### config.mk
export PLATFORM = sky130hd
export DESIGN_NAME = gf180mcu_ocd_io__bi_bank_ctrl
export DESIGN_NICKNAME = d
export VERILOG_FILES = /design/src/rtl/gf180mcu_ocd_io__bi_bank_ctrl.sv
export SDC_FILE = /design/constraint.sdc
export NUM_CORES = 1
export LEC_CHECK = 0
export BUFFER_PORTS_ARGS = -buffer_cell sky130_fd_sc_hd__buf_2
export CORE_MARGIN = 10
export CORE_UTILIZATION = 61
export DETAILED_ROUTE_END_ITERATION = 8
export PLACE_DENSITY = 0.85
export SLEW_MARGIN = 20
export SYNTH_ARGS = -nofsm -noshare
export SYNTH_HDL_FRONTEND = slang
export SYNTH_SLANG_ARGS = --single-unit
### constraint.sdc
create_clock -name CLK -period 2.6 [get_ports CLK]
set_input_delay 0.26 -clock CLK [delete_from_list [all_inputs] [get_ports CLK]]
set_output_delay 0.26 -clock CLK [all_outputs]
set_load 0.05 [all_outputs]
### src/rtl/gf180mcu_ocd_io__bi_bank_ctrl.sv
`default_nettype none
// gf180mcu_ocd_io__bi_bank_ctrl -- bi_t pad bank: per-channel mode/drive registers, break-before-make
// direction sequencing, pad input synchroniser and sticky rising-edge flags.  Rev 1.0
module gf180mcu_ocd_io__bi_bank_ctrl #(
  parameter int NCH         = 8,
  parameter int SYNC_STAGES = 2,
  parameter int TURN_CYC    = 2,
  localparam int SELW       = (NCH > 1) ? $clog2(NCH) : 1
) (
  input  logic            CLK,
  input  logic            RESETN,
  input  logic            CFG_WE,
  input  logic [SELW-1:0] CFG_SEL,
  input  logic [7:0]      CFG_DATA,
  input  logic [NCH-1:0]  OUT_DATA,
  input  logic [NCH-1:0]  IRQ_CLR,
  output logic [NCH-1:0]  IN_DATA,
  output logic [NCH-1:0]  IRQ_FLAG,
  output logic            IRQ,
  output logic [NCH-1:0]  BUSY,
  output logic [NCH-1:0]  PAD_A,
  output logic [NCH-1:0]  PAD_OE,
  output logic [NCH-1:0]  PAD_IE,
  output logic [NCH-1:0]  PAD_PU,
  output logic [NCH-1:0]  PAD_PD,
  output logic [NCH-1:0]  PAD_PDRV0,
  output logic [NCH-1:0]  PAD_PDRV1,
  output logic [NCH-1:0]  PAD_SL,
  output logic [NCH-1:0]  PAD_CS,
  input  logic [NCH-1:0]  PAD_Y
);

  typedef enum logic [1:0] {
    ST_IDLE   = 2'd0,
    ST_DRAIN  = 2'd1,
    ST_SETTLE = 2'd2
  } ch_state_t;

  localparam int CNT_MAX = (TURN_CYC > SYNC_STAGES) ? TURN_CYC : SYNC_STAGES;
  localparam int CW      = $clog2(CNT_MAX + 1);
  localparam logic [CW-1:0] TURN_LD   = CW'(TURN_CYC);
  localparam logic [CW-1:0] SETTLE_LD = CW'(SYNC_STAGES);
  localparam logic [CW-1:0] CNT_ONE   = CW'(1);

  logic [NCH-1:0] sync_q [SYNC_STAGES];
  logic [NCH-1:0] out_q;
  logic [NCH-1:0] in_prev_q;
  logic [NCH-1:0] flag_q;
  logic [NCH-1:0] ch_idle;
  logic [NCH-1:0] ch_irq_en;
  logic [NCH-1:0] rise;
  logic [2:0]     wr_mode;

  // Mode 7 is folded onto 0 so that it also compares equal to a pending "disabled".
  assign wr_mode = (CFG_DATA[2:0] == 3'd7) ? 3'd0 : CFG_DATA[2:0];

  always_ff @(posedge CLK) begin
    if (!RESETN) begin
      for (int s = 0; s < SYNC_STAGES; s++) sync_q[s] <= '0;
      out_q     <= '0;
      in_prev_q <= '0;
      flag_q    <= '0;
    end else begin
      sync_q[0] <= PAD_Y;
      for (int s = 1; s < SYNC_STAGES; s++) sync_q[s] <= sync_q[s-1];
      out_q     <= OUT_DATA;
      in_prev_q <= IN_DATA;
      flag_q    <= rise | (flag_q & ~IRQ_CLR);
    end
  end

  assign IN_DATA  = sync_q[SYNC_STAGES-1];
  assign rise     = IN_DATA & ~in_prev_q & ch_idle & ch_irq_en & PAD_IE;
  assign IRQ_FLAG = flag_q;
  assign IRQ      = |flag_q;

  for (genvar i = 0; i < NCH; i++) begin : g_ch
    localparam logic [SELW-1:0] CH_SEL = SELW'(i);

    ch_state_t     st_q, st_d;
    logic [CW-1:0] cnt_q, cnt_d;
    logic [2:0]    mode_q, mode_d, pend_q, pend_d;
    logic [1:0]    pdrv_q;
    logic          sl_q, cs_q, irq_en_q;
    logic          ie_hold_q, a_hold_q;
    logic          wr;
    logic          a, oe, ie, pu, pd;

    assign wr = CFG_WE && (CFG_SEL == CH_SEL);

    always_ff @(posedge CLK) begin
      if (!RESETN) begin
        st_q      <= ST_IDLE;
        cnt_q     <= '0;
        mode_q    <= '0;
        pend_q    <= '0;
        pdrv_q    <= '0;
        sl_q      <= 1'b0;
        cs_q      <= 1'b0;
        irq_en_q  <= 1'b0;
        ie_hold_q <= 1'b0;
        a_hold_q  <= 1'b0;
      end else begin
        st_q   <= st_d;
        cnt_q  <= cnt_d;
        mode_q <= mode_d;
        pend_q <= pend_d;
        if (wr) begin
          pdrv_q   <= CFG_DATA[4:3];
          sl_q     <= CFG_DATA[5];
          cs_q     <= CFG_DATA[6];
          irq_en_q <= CFG_DATA[7];
        end
        // Freeze IE/A as seen just before draining; restarts inside DRAIN keep the original values.
        if (st_q != ST_DRAIN) begin
          ie_hold_q <= ie;
          a_hold_q  <= a;
        end
      end
    end

    always_comb begin
      st_d   = st_q;
      cnt_d  = cnt_q;
      mode_d = mode_q;
      pend_d = pend_q;
      a  = 1'b0;
      oe = 1'b0;
      ie = 1'b0;
      pu = 1'b0;
      pd = 1'b0;

      case (st_q)
        ST_DRAIN: begin
          if (cnt_q == CNT_ONE) begin
            st_d   = ST_SETTLE;
            cnt_d  = SETTLE_LD;
            mode_d = pend_q;
          end else begin
            cnt_d = cnt_q - CNT_ONE;
          end
        end
        ST_SETTLE: begin
          if (cnt_q == CNT_ONE) begin
            st_d  = ST_IDLE;
            cnt_d = '0;
          end else begin
            cnt_d = cnt_q - CNT_ONE;
          end
        end
        default: cnt_d = '0;
      endcase

      if (wr && (wr_mode != pend_q)) begin
        pend_d = wr_mode;
        st_d   = ST_DRAIN;
        cnt_d  = TURN_LD;
      end

      case (mode_q)
        3'd1: ie = 1'b1;
        3'd2: begin ie = 1'b1; pu = 1'b1; end
        3'd3: begin ie = 1'b1; pd = 1'b1; end
        3'd4: begin oe = 1'b1; ie = 1'b1; a = out_q[i]; end
        3'd5: begin oe = ~out_q[i]; ie = 1'b1; end
        3'd6: begin oe = 1'b1; a = out_q[i]; end
        default: ;
      endcase

      if (st_q == ST_DRAIN) begin
        oe = 1'b0;
        pu = 1'b0;
        pd = 1'b0;
        ie = ie_hold_q;
        a  = a_hold_q;
      end
    end

    assign PAD_A[i]     = a;
    assign PAD_OE[i]    = oe;
    assign PAD_IE[i]    = ie;
    assign PAD_PU[i]    = pu;
    assign PAD_PD[i]    = pd;
    assign PAD_PDRV0[i] = (mode_q != 3'd0) & pdrv_q[0];
    assign PAD_PDRV1[i] = (mode_q != 3'd0) & pdrv_q[1];
    assign PAD_SL[i]    = (mode_q != 3'd0) & sl_q;
    assign PAD_CS[i]    = (mode_q != 3'd0) & cs_q;
    assign BUSY[i]      = (st_q == ST_DRAIN);
    assign ch_idle[i]   = (st_q == ST_IDLE);
    assign ch_irq_en[i] = irq_en_q;
  end

endmodule
`default_nettype wire

Yosys cells after proc, flatten, opt, wreduce, memory -nomap -nowiden
Memory sizes are Yosys's and may differ from the RTL's. Cells that the tools add are included. W data, S select, Z words.

Mux-type cells: 149. Bitwise gates (word level): 51. $add $sub $neg: 8. Reductions and logical operators: 98. Equality and inequality tests: 128.

Operators by type and width (number): $eq A3 B3 Y1 const B (29); $mux W1 (82); $mux W2 (40); $pmux W2 S2 (16); $eq A3 B2 Y1 const B (18); $reduce_and A3 Y1 (16); $reduce_bool A3 Y1 (16); $and A8 B8 Y8 (5); $reduce_or A5 Y1 (8); $and A1 B1 Y1 (32); $eq A2 B1 Y1 const B (16); $ne A2 B1 Y1 const B (16); $reduce_or A2 Y1 (16); $eq A3 B1 Y1 const B (9); $ne A3 B1 Y1 const B (8); $ne A3 B3 Y1 (8); $ne A3 B3 Y1 const B (8); $eq A2 B2 Y1 const B (8); $logic_and A1 B1 Y1 (16); $logic_not A2 Y1 (8); $mux W8 (2); $ne A2 B2 Y1 const B (8); $not A8 Y8 (2); $pmux W1 S2 (8); 9 further kinds (39).

Bits in registers: 160. Memories kept: 1. Bits of input ports: 38. Bits in writable memories: 16. Word-level logic and storage cells: 534. Output and inout port bits: 97.

Memory list: sync_q (depth 2, bits a word 8, read ports 2, clocked after memory_dff 0, wr ports 2, RTL line 45) `logic [NCH-1:0] sync_q [SYNC_STAGES];`.

Longest topological paths before layout
Gate-level depths: netlist (run 1).

Word-level depth: 6. Mapped depth: 7.

Least setup slack after synthesis (run 1)
No wires, ideal clock.

Path kind: register to output. Start: register g_ch[7].st_q[1]. End: output PAD_IE[7]. Path buffers: 2. Required time: 2340 ps. Slack: 697 ps. Data arrival time: 1643 ps. Cell stages (with the launch flop): 7. Cells stage by stage: dfxtp_1 inv_1 ha_1 clkbuf_1 nand2_1 o31ai_1 buf_4.

Cells in the longest elaborated chain, start to end: 2.

RTL lines: start, declared (RTL line 80) `ch_state_t st_q, st_d;`; start signal, assigned (RTL line 104) `st_q <= st_d;`; $eq A2 B1 Y1; via BUSY[7] (RTL line 20) `output logic [NCH-1:0] BUSY,`; $mux W1 (RTL line 170) `if (st_q == ST_DRAIN) begin`; end, declared (RTL line 23) `output logic [NCH-1:0] PAD_IE,`.

The timed path passes the listed nets, and every way through them passes these cells.

Worst setup path in the final report (run 1)
Start: register g_ch[7].st_q[1]. End: output PAD_IE[7].

Cells in the longest elaborated chain, start to end: 2.

RTL lines (RTL line): $eq A2 B1 Y1 (170); $mux W1 (170).

Every way passes these cells.

==> results.tsv, run 1 <==
metric	value	unit
status	complete, no violations	
max_stage_delay	0.47	ns
synth-seq-cells	176	
cts-resized-gates	0	
final_hold_viol_count	0	
layout_min_cycle_time	2.30	ns
grt_pass1_vias	6652	
skew	0.00781	ns
clock-root-buffer	clkbuf_16	
power	6.00	mW
ir_drop	0.730	mV
htree_num_levels	4	
gp_congestion	0.882	
wire_per_inst	15.8	um
synth-async-reset-ratio	0	
yosysTopAreaCell	dfxtp_1	
fmax	436	MHz
cp_cell_sequence	inv_1, ha_1, o31ai_1, buf_2	
netlist_instances	1008	
hp-class	primary input to register	
finalCritPeriodShare	0.883	
maxCapViolations	0	
leakagePower	3.82	nW
rows	43	
synth_top_cell_area_share	0.414	
wirelength	20100	um
post_drt_via_cell_ratio	5.51	
rsz0062_at_grt	no	
finalMaxSlewViolations	0	
drive_gt1_frac	0.169	
cts_buffers	17	
initial_core_util	0.618	
grt_overflow	0	
seq_area_frac_synth	0.414	
tightest_slew	0.668	ns
dieArea	0.0191	mm2
wl_met1	8760	um
drcViolationCount	0	
ctsHoldBuffers	0	
syn-cell-area	0.00851	mm2
required	2.34	ns
drt_first_pass_iters	5	
path_class	register to output pin	
nets	1156	
setup_viol	0	
dieWidth	138	um
grt_pass1_wl	32800	um
synth_area_leaders	dfxtp_1, nand2_1, ha_1, a21oi_1, buf_4	
final.setup.tns	0	ns
synth_ff_type	dfxtp_1	
crit_path_top_delay_cell	o31ai_1	
yosys.cell_count.top_type	nand2_1	
drtIter0Drc	396	
wl_met3	1130	um
cp_num_buf_inv	2	
ant_nets	0	
finalNonFillerCells	1274	
ys_top_cells_by_count	nand2_1, dfxtp_1, a21oi_1	
cts.path.max_buffers	2	
ios	135	
clk_pin_slew_worst_paths	0.06	ns
crit_arrival	2.04	ns
maxSlewHeadroom	0.555	
cts_sinks	176	
rrSetupSlack	0.90	ns
avgSynthCellArea	8.44	um2
route.top_layer_used	met5	
yosys_warnings	0	
vias	7015	
dp_hpwl	14200	um
crit_family	compound AO/OA/AOI/OAI gates	
die_h	138	um
dr_wl_met2	9810	um
coreArea	0.0138	mm2
grtUsageTotal	0.203	
synth_edf_count	0	
place.port_buffers	134	
cts_tree	built	
antenna_found_initial	3	
ys_types	54	
syn-num-nets	1086	
startpoint_type	register	
grt_max_degree	64	
cp_max_fo	14	
insertion_delay	0.43	ns
dp.cells	1239	
p_per_area	629	mW/mm2
nFillCells	1139	
syn_to_final_growth	12.0	%
post-cts-setup-buffer-count	0	
end_kind	output pin	
cell usage in the layout (no fill, tap or decap), types with 6 or more instances in the layout:
master	Yosys	layout
nand2b_1	36	36
a32oi_1	7	7
clkbuf_16	0	17
and2_1	57	57
dfxtp_1	176	176
o21ai_0	26	26
xnor2_1	8	8
and3_1	7	7
nand4_1	9	9
xor2_1	8	8
nand2_1	185	185
mux2i_1	22	22
inv_1	45	45
a221o_1	6	6
nand3_1	26	26
ha_1	40	40
nor4b_1	9	9
o31ai_1	9	9
a21oi_1	88	88
nor2_1	27	27
nor2b_1	40	40
o22ai_1	8	8
nor3_1	10	10
nor4bb_1	8	8
buf_2	2	134
o32ai_1	7	7
path summary, 6_finish.rpt:
check | startpoint | end | depth (start not counted)
worst max-delay path | g_ch[7].st_q[1] | PAD_IE[7] | 4
worst min-delay path | OUT_DATA[7] | out_q[7] | 2
worst min register to register | sync_q[0][3] | sync_q[0][11] | 1
worst max register to register | g_ch[7].st_q[1] | IRQ_FLAG[7] | 5
stage by stage:
stage / hold slack, ns / utilization / area (um2) / worst slack (ns)
after global placement: 0.413 / 0.647 / 8910 / 0.894
after CTS: 0.0248 / 0.692 / 9530 / 0.312
after global routing: 0.0333 / 0.692 / 9530 / 0.172
after floorplan: 0.387 / - / 8510 / 0.697
after detailed placement: 0.420 / 0.647 / 8910 / 0.794
final: 0.0282 / 0.692 / 9540 / 0.305
report_power, final:
| group | internal, mW | total, mW | switching, mW |
|---|---|---|---|
| Combinational | 0.208 | 0.558 | 0.350 |
| Sequential | 2.77 | 2.82 | 0.0504 |
| Clock | 1.56 | 2.62 | 1.05 |
| Total | 4.54 | 6.00 | 1.45 |
registers in the layout (all words and copies together) (netlist names):
register	flops
g_ch.mode_q	24
g_ch.pend_q	24
g_ch.cnt_q	16
g_ch.pdrv_q	16
g_ch.st_q	16
sync_q	16
IRQ_FLAG	8
g_ch.a_hold_q	8
g_ch.cs_q	8
g_ch.ie_hold_q	8
g_ch.irq_en_q	8
g_ch.sl_q	8
in_prev_q	8
out_q	8
cells by family after synthesis:
family	share of synthesized area
buffers and inverters	0.0828
AND/OR/NAND/NOR	0.278
multiplexers	0.0259
AO/OA/AOI/OAI	0.124
XOR/XNOR	0.0165
adder cells (fa/ha/maj)	0.0588
flip-flops	0.414
layout make-up:
| type | instances | area, um2 | share of cell area |
|---|---|---|---|
| Antenna cell | 3 | 7.51 | 0.000787 |
| Timing Repair Buffer | 139 | 708 | 0.0743 |
| Multi-Input combinational cell | 698 | 4280 | 0.449 |
| Clock inverter | 13 | 161 | 0.0169 |
| Sequential cell | 176 | 3520 | 0.370 |
| Clock buffer | 19 | 453 | 0.0475 |
| Tap cell | 180 | 225 | 0.0236 |
| Inverter | 46 | 173 | 0.0181 |
worst reg2reg max path: cells and delay by family, from the launching register on:
kind / cells / cell delay, ns
buffers and inverters: 1 / 0.09
adders and majority gates: 1 / 0.34
AOI/OAI and AO/OA: 2 / 0.64
and+or+nand+nor: 1 / 0.21
DFF: 1 / 0.35
layer usage:
| metal | global-route usage | vias up |
|---|---|---|
| met1 | 0.248 | 3297 |
| met2 | 0.335 | 181 |
| met5 | 0 | - |
| met4 | 0.0794 | 2 |
| li1 | - | 3507 |
| met3 | 0.0531 | 28 |
No activity file was read; power rests on OpenSTA's default activity.
==> run 2: changes to the inputs <==
CAP_MARGIN = 40   (was unset)
CORE_UTILIZATION = 50   (was 61)
PLACE_DENSITY = 0.72   (was 0.85)
RECOVER_POWER = 50   (was unset)
==> results.tsv, run 2 (synthesized netlist as in run 1, its figures left out) <==
metric	value	unit
dieWidth	150	um
drcViolationCount	0	
die_h	150	um
ir_drop	0.476	mV
max_stage_delay	0.45	ns
final_hold_viol_count	0	
rsz0062_at_grt	no	
finalInstanceArea	0.00956	mm2
grt_overflow	0	
clk_pin_slew_worst_paths	0.06	ns
final_common_cell	nand2_1	
cp_num_buf_inv	2	
htree_num_levels	4	
cp_cell_sequence	inv_1, ha_1, o31ai_1, buf_2	
antenna_found_initial	4	
pre_cts_slack	0.801	ns
finalCritPeriodShare	0.869	
cts_buffers	17	
clock-root-buffer	clkbuf_16	
place.port_buffers	134	
dp_hpwl	14900	um
maxSlewHeadroom	0.173	
place_area	0.00896	mm2
drtIter0Drc	358	
wl_met3	1340	um
tightest_slew	1.24	ns
startpoint_type	register	
grtUsageTotal	0.183	
vias	6855	
final.setup.tns	0	ns
cp_max_fo	14	
finalNonFillerCells	1312	
ctsHoldBuffers	0	
maxCapViolations	0	
nets	1155	
final_cell_mix	nand2_1, dfxtp_1, buf_2	
grt_pass1_wl	33500	um
drive_gt1_frac	0.151	
path_class	register to output pin	
leakagePower	3.74	nW
timing.final.ws_setup	0.340	ns
insertion_delay	0.43	ns
syn_to_final_growth	12.3	%
p_per_area	636	mW/mm2
initial_core_util	0.511	
cts_sinks	176	
layout_min_cycle_time	2.26	ns
end_kind	output pin	
cts_tree	built	
wirelength	20600	um
route.top_layer_used	met5	
ios	135	
wl_met1	9350	um
crit_family	compound AO/OA/AOI/OAI gates	
hp-class	primary input to register	
rows	47	
ant_nets	0	
fmax	442	MHz
skew	0.00536	ns
grt_pass1_vias	6673	
finalMaxSlewViolations	0	
dieArea	0.0226	mm2
post-cts-setup-buffer-count	0	
status	complete, no violations	
post_drt_via_cell_ratio	5.22	
crit_arrival	2.00	ns
drt_first_pass_iters	5	
wire_per_inst	15.7	um
crit_path_top_delay_cell	o31ai_1	
dp.cells	1278	
dr_wl_met2	9670	um
reg.largest.list	g_ch.mode_q (24), g_ch.pend_q (24)	
cts-resized-gates	0	
required	2.34	ns
coreArea	0.0166	mm2
gp_congestion	0.853	
cts.path.max_buffers	2	
setup_viol	0	
grt_max_degree	66	
power	6.08	mW
-- run 2: cell count changes in the layout (fill, tap and decap cells not counted) --
cell,change
clkbuf_2,+2
bufinv_16,+1
and2_1,-16
buf_2,-17
clkinvlp_4,-1
and2_0,+16
clkbuf_8,-1
buf_4,-3
diode_2,-1
clkinv_1,+1
inv_2,-1
clkinv_2,+1
clkbuf_1,+17
-- run 2: final cells by class --
class | count | area, um2
clock buffer | 18 | 439
clock inverter | 14 | 189
antenna | 2 | 5.00
timing repair buffer | 138 | 674
fill | 1525 | 7080
multi-input combinational | 698 | 4280
inverter | 46 | 173
sequential | 176 | 3520
tap | 220 | 275
-- run 2: routing by layer --
layer,track usage,vias up
met1,0.230,3165
met2,0.294,161
met4,0.0632,4
met5,0,-
met3,0.0510,18
li1,-,3507
-- run 2: final timing paths --
kind / startpoint / endpoint / slack [ns] / cells after the start
min reg2reg: sync_q[0][2] / sync_q[0][10] / 0.44 / 1
max: g_ch[7].st_q[1] / PAD_IE[7] / 0.34 / 4
min: OUT_DATA[5] / out_q[5] / 0.04 / 2
max reg2reg: g_ch[7].st_q[1] / IRQ_FLAG[7] / 0.88 / 5
-- run 2: power by group --
group          switching, mW  total (mW)  internal [mW]
logic                  0.353       0.556          0.203
clock network           1.08        2.71           1.63
registers             0.0492        2.82           2.77
total                   1.48        6.08           4.61
-- run 2: worst register-to-register path, stage by stage (launching register included) --
cell     delay (ns)
dfxtp_1        0.36
inv_1          0.09
ha_1           0.34
o31ai_1        0.45
nand4_1        0.25
a21oi_1        0.17
-- run 2: through the flow --
step / hold WS, ns / utilization
floorplan: 0.387 / -
global route: 0.0285 / 0.574
detailed placement: 0.421 / 0.538
finish: 0.0371 / 0.575
CTS: 0.0177 / 0.576
global placement: 0.414 / 0.538
==> run 3: changes to the inputs <==
CORE_MARGIN = unset   (was 10)
==> results.tsv, run 3 (synthesized netlist as in run 1, its figures left out) <==
metric	value	unit
crit_arrival	1.99	ns
antenna_found_initial	1	
drtIter0Drc	386	
rsz0062_at_grt	no	
drcViolationCount	0	
nets	1156	
ant_nets	0	
final_cell_mix	nand2_1, dfxtp_1, buf_2	
power	6.02	mW
end_kind	output pin	
cp_max_fo	14	
gp_congestion	0.843	
wirelength	19300	um
cts_sinks	176	
grt_overflow	0	
skew	0.00467	ns
dieWidth	132	um
final_hold_viol_count	0	
final_common_cell	nand2_1	
grt_max_degree	65	
tightest_slew	1.54	ns
post_drt_via_cell_ratio	5.26	
timing.hold.ws	0.0328	ns
timing.final.ws_setup	0.351	ns
hp-class	primary input to register	
final.setup.tns	0	ns
htree_num_levels	4	
setup_viol	0	
cts-resized-gates	0	
ctsHoldBuffers	0	
finalCoreUtilization	0.575	
hold_depth	2	
dieArea	0.0175	mm2
crit_path_top_delay_cell	o31ai_1	
die_h	132	um
drt_first_pass_iters	5	
grt_pass1_wl	31700	um
startpoint_type	register	
pre_cts_slack	0.831	ns
r2r_cells	5	
whs_endpoint	out_q[5]	
rows	47	
wire_per_inst	14.7	um
cp_cell_sequence	inv_1, ha_1, o31ai_1, buf_2	
maxCapViolations	1	
cts_buffers	17	
syn_to_final_growth	12.0	%
grt_pass1_vias	6430	
finalCritPeriodShare	0.865	
reg2reg_to	IRQ_FLAG[7]	
place.port_buffers	134	
insertion_delay	0.43	ns
grtUsageTotal	0.226	
ios	135	
post-cts-setup-buffer-count	0	
drive_gt1_frac	0.147	
p_per_area	631	mW/mm2
dp_hpwl	13500	um
path_class	register to output pin	
required	2.34	ns
reg.largest.list	g_ch.mode_q (24), g_ch.pend_q (24)	
cts.path.max_buffers	2	
vias	6899	
violations	capacitance limit, slew limit	
rrSetupSlack	0.94	ns
layout_min_cycle_time	2.25	ns
status	finished with violations	
hold_path.startpoint	OUT_DATA[5]	
ir_drop	0.495	mV
coreArea	0.0166	mm2
maxSlewHeadroom	-0.0260	
clk_pin_slew_worst_paths	0.06	ns
initial_core_util	0.513	
finalMaxSlewViolations	39	
leakagePower	3.72	nW
r2r_start	g_ch[7].st_q[1]	
clock-root-buffer	clkbuf_16	
max_stage_delay	0.42	ns
fmax	445	MHz
cts_tree	built	
-- run 3: cell types whose count changed in the layout (fill, tap and decap cells not counted), moves of 2 or more --
cell | previous run | this run
clkbuf_1 | 17 | 21
and2_0 | 17 | 19
and2_1 | 41 | 39
clkinvlp_4 | 3 | 1
inv_6 | 1 | 3
-- run 3: critical path: cells and delay by family (launching register included) --
kind	cells	cell delay, ns
compound gates	1	0.42
fa+ha+maj	1	0.34
flops	1	0.38
buf+inv	2	0.43
-- run 3: area by class of cell --
| type | instances | area, um2 |
|---|---|---|
| tap | 220 | 275 |
| inverter | 46 | 173 |
| multi-input combinational | 698 | 4280 |
| fill | 1576 | 7050 |
| antenna | 1 | 2.50 |
| clock buffer | 20 | 457 |
| sequential | 176 | 3520 |
| clock inverter | 12 | 156 |
| timing repair buffer | 139 | 673 |
-- run 3: through the flow --
stage               area (um2)  std cells
floorplan                 8510       1008
global placement          8980       1279
detailed placement        8980       1279
CTS                       9590       1311
global route              9530       1311
finish                    9540       1312
-- run 3: how the worst max path moves through the flow --
stage               startpoint                end  slack, ns  cells after the start
3_3_place_gp   g_ch[1].st_q[1]          PAD_PU[1]       0.84                      4
5_1_grt                 RESETN  g_ch[7].pend_q[0]       0.14                      4
2_1_floorplan  g_ch[7].st_q[1]          PAD_IE[7]       0.70                      6
3_5_place_dp   g_ch[2].st_q[1]          PAD_IE[2]       0.83                      4
4_1_cts        g_ch[2].st_q[1]          PAD_IE[2]       0.35                      4
6_report       g_ch[1].st_q[1]          PAD_IE[1]       0.35                      4
-- run 3: routing by layer --
layer  share of wire  wire (um)  global-route usage  up-vias
met5         0.00067         13                   0        -
met4          0.0097        187              0.0594        2
met3           0.046        896              0.0517       21
met2            0.47       9150               0.376      137
met1            0.47       9050               0.294     3242
li1                -          -                   -     3497
-- run 3: power breakdown --
part	internal, mW	total (mW)	leakage [nW]	switching [mW]
registers	2.77	2.82	1.43	0.0511
logic	0.202	0.552	2.00	0.350
clock network	1.57	2.64	0.301	1.07
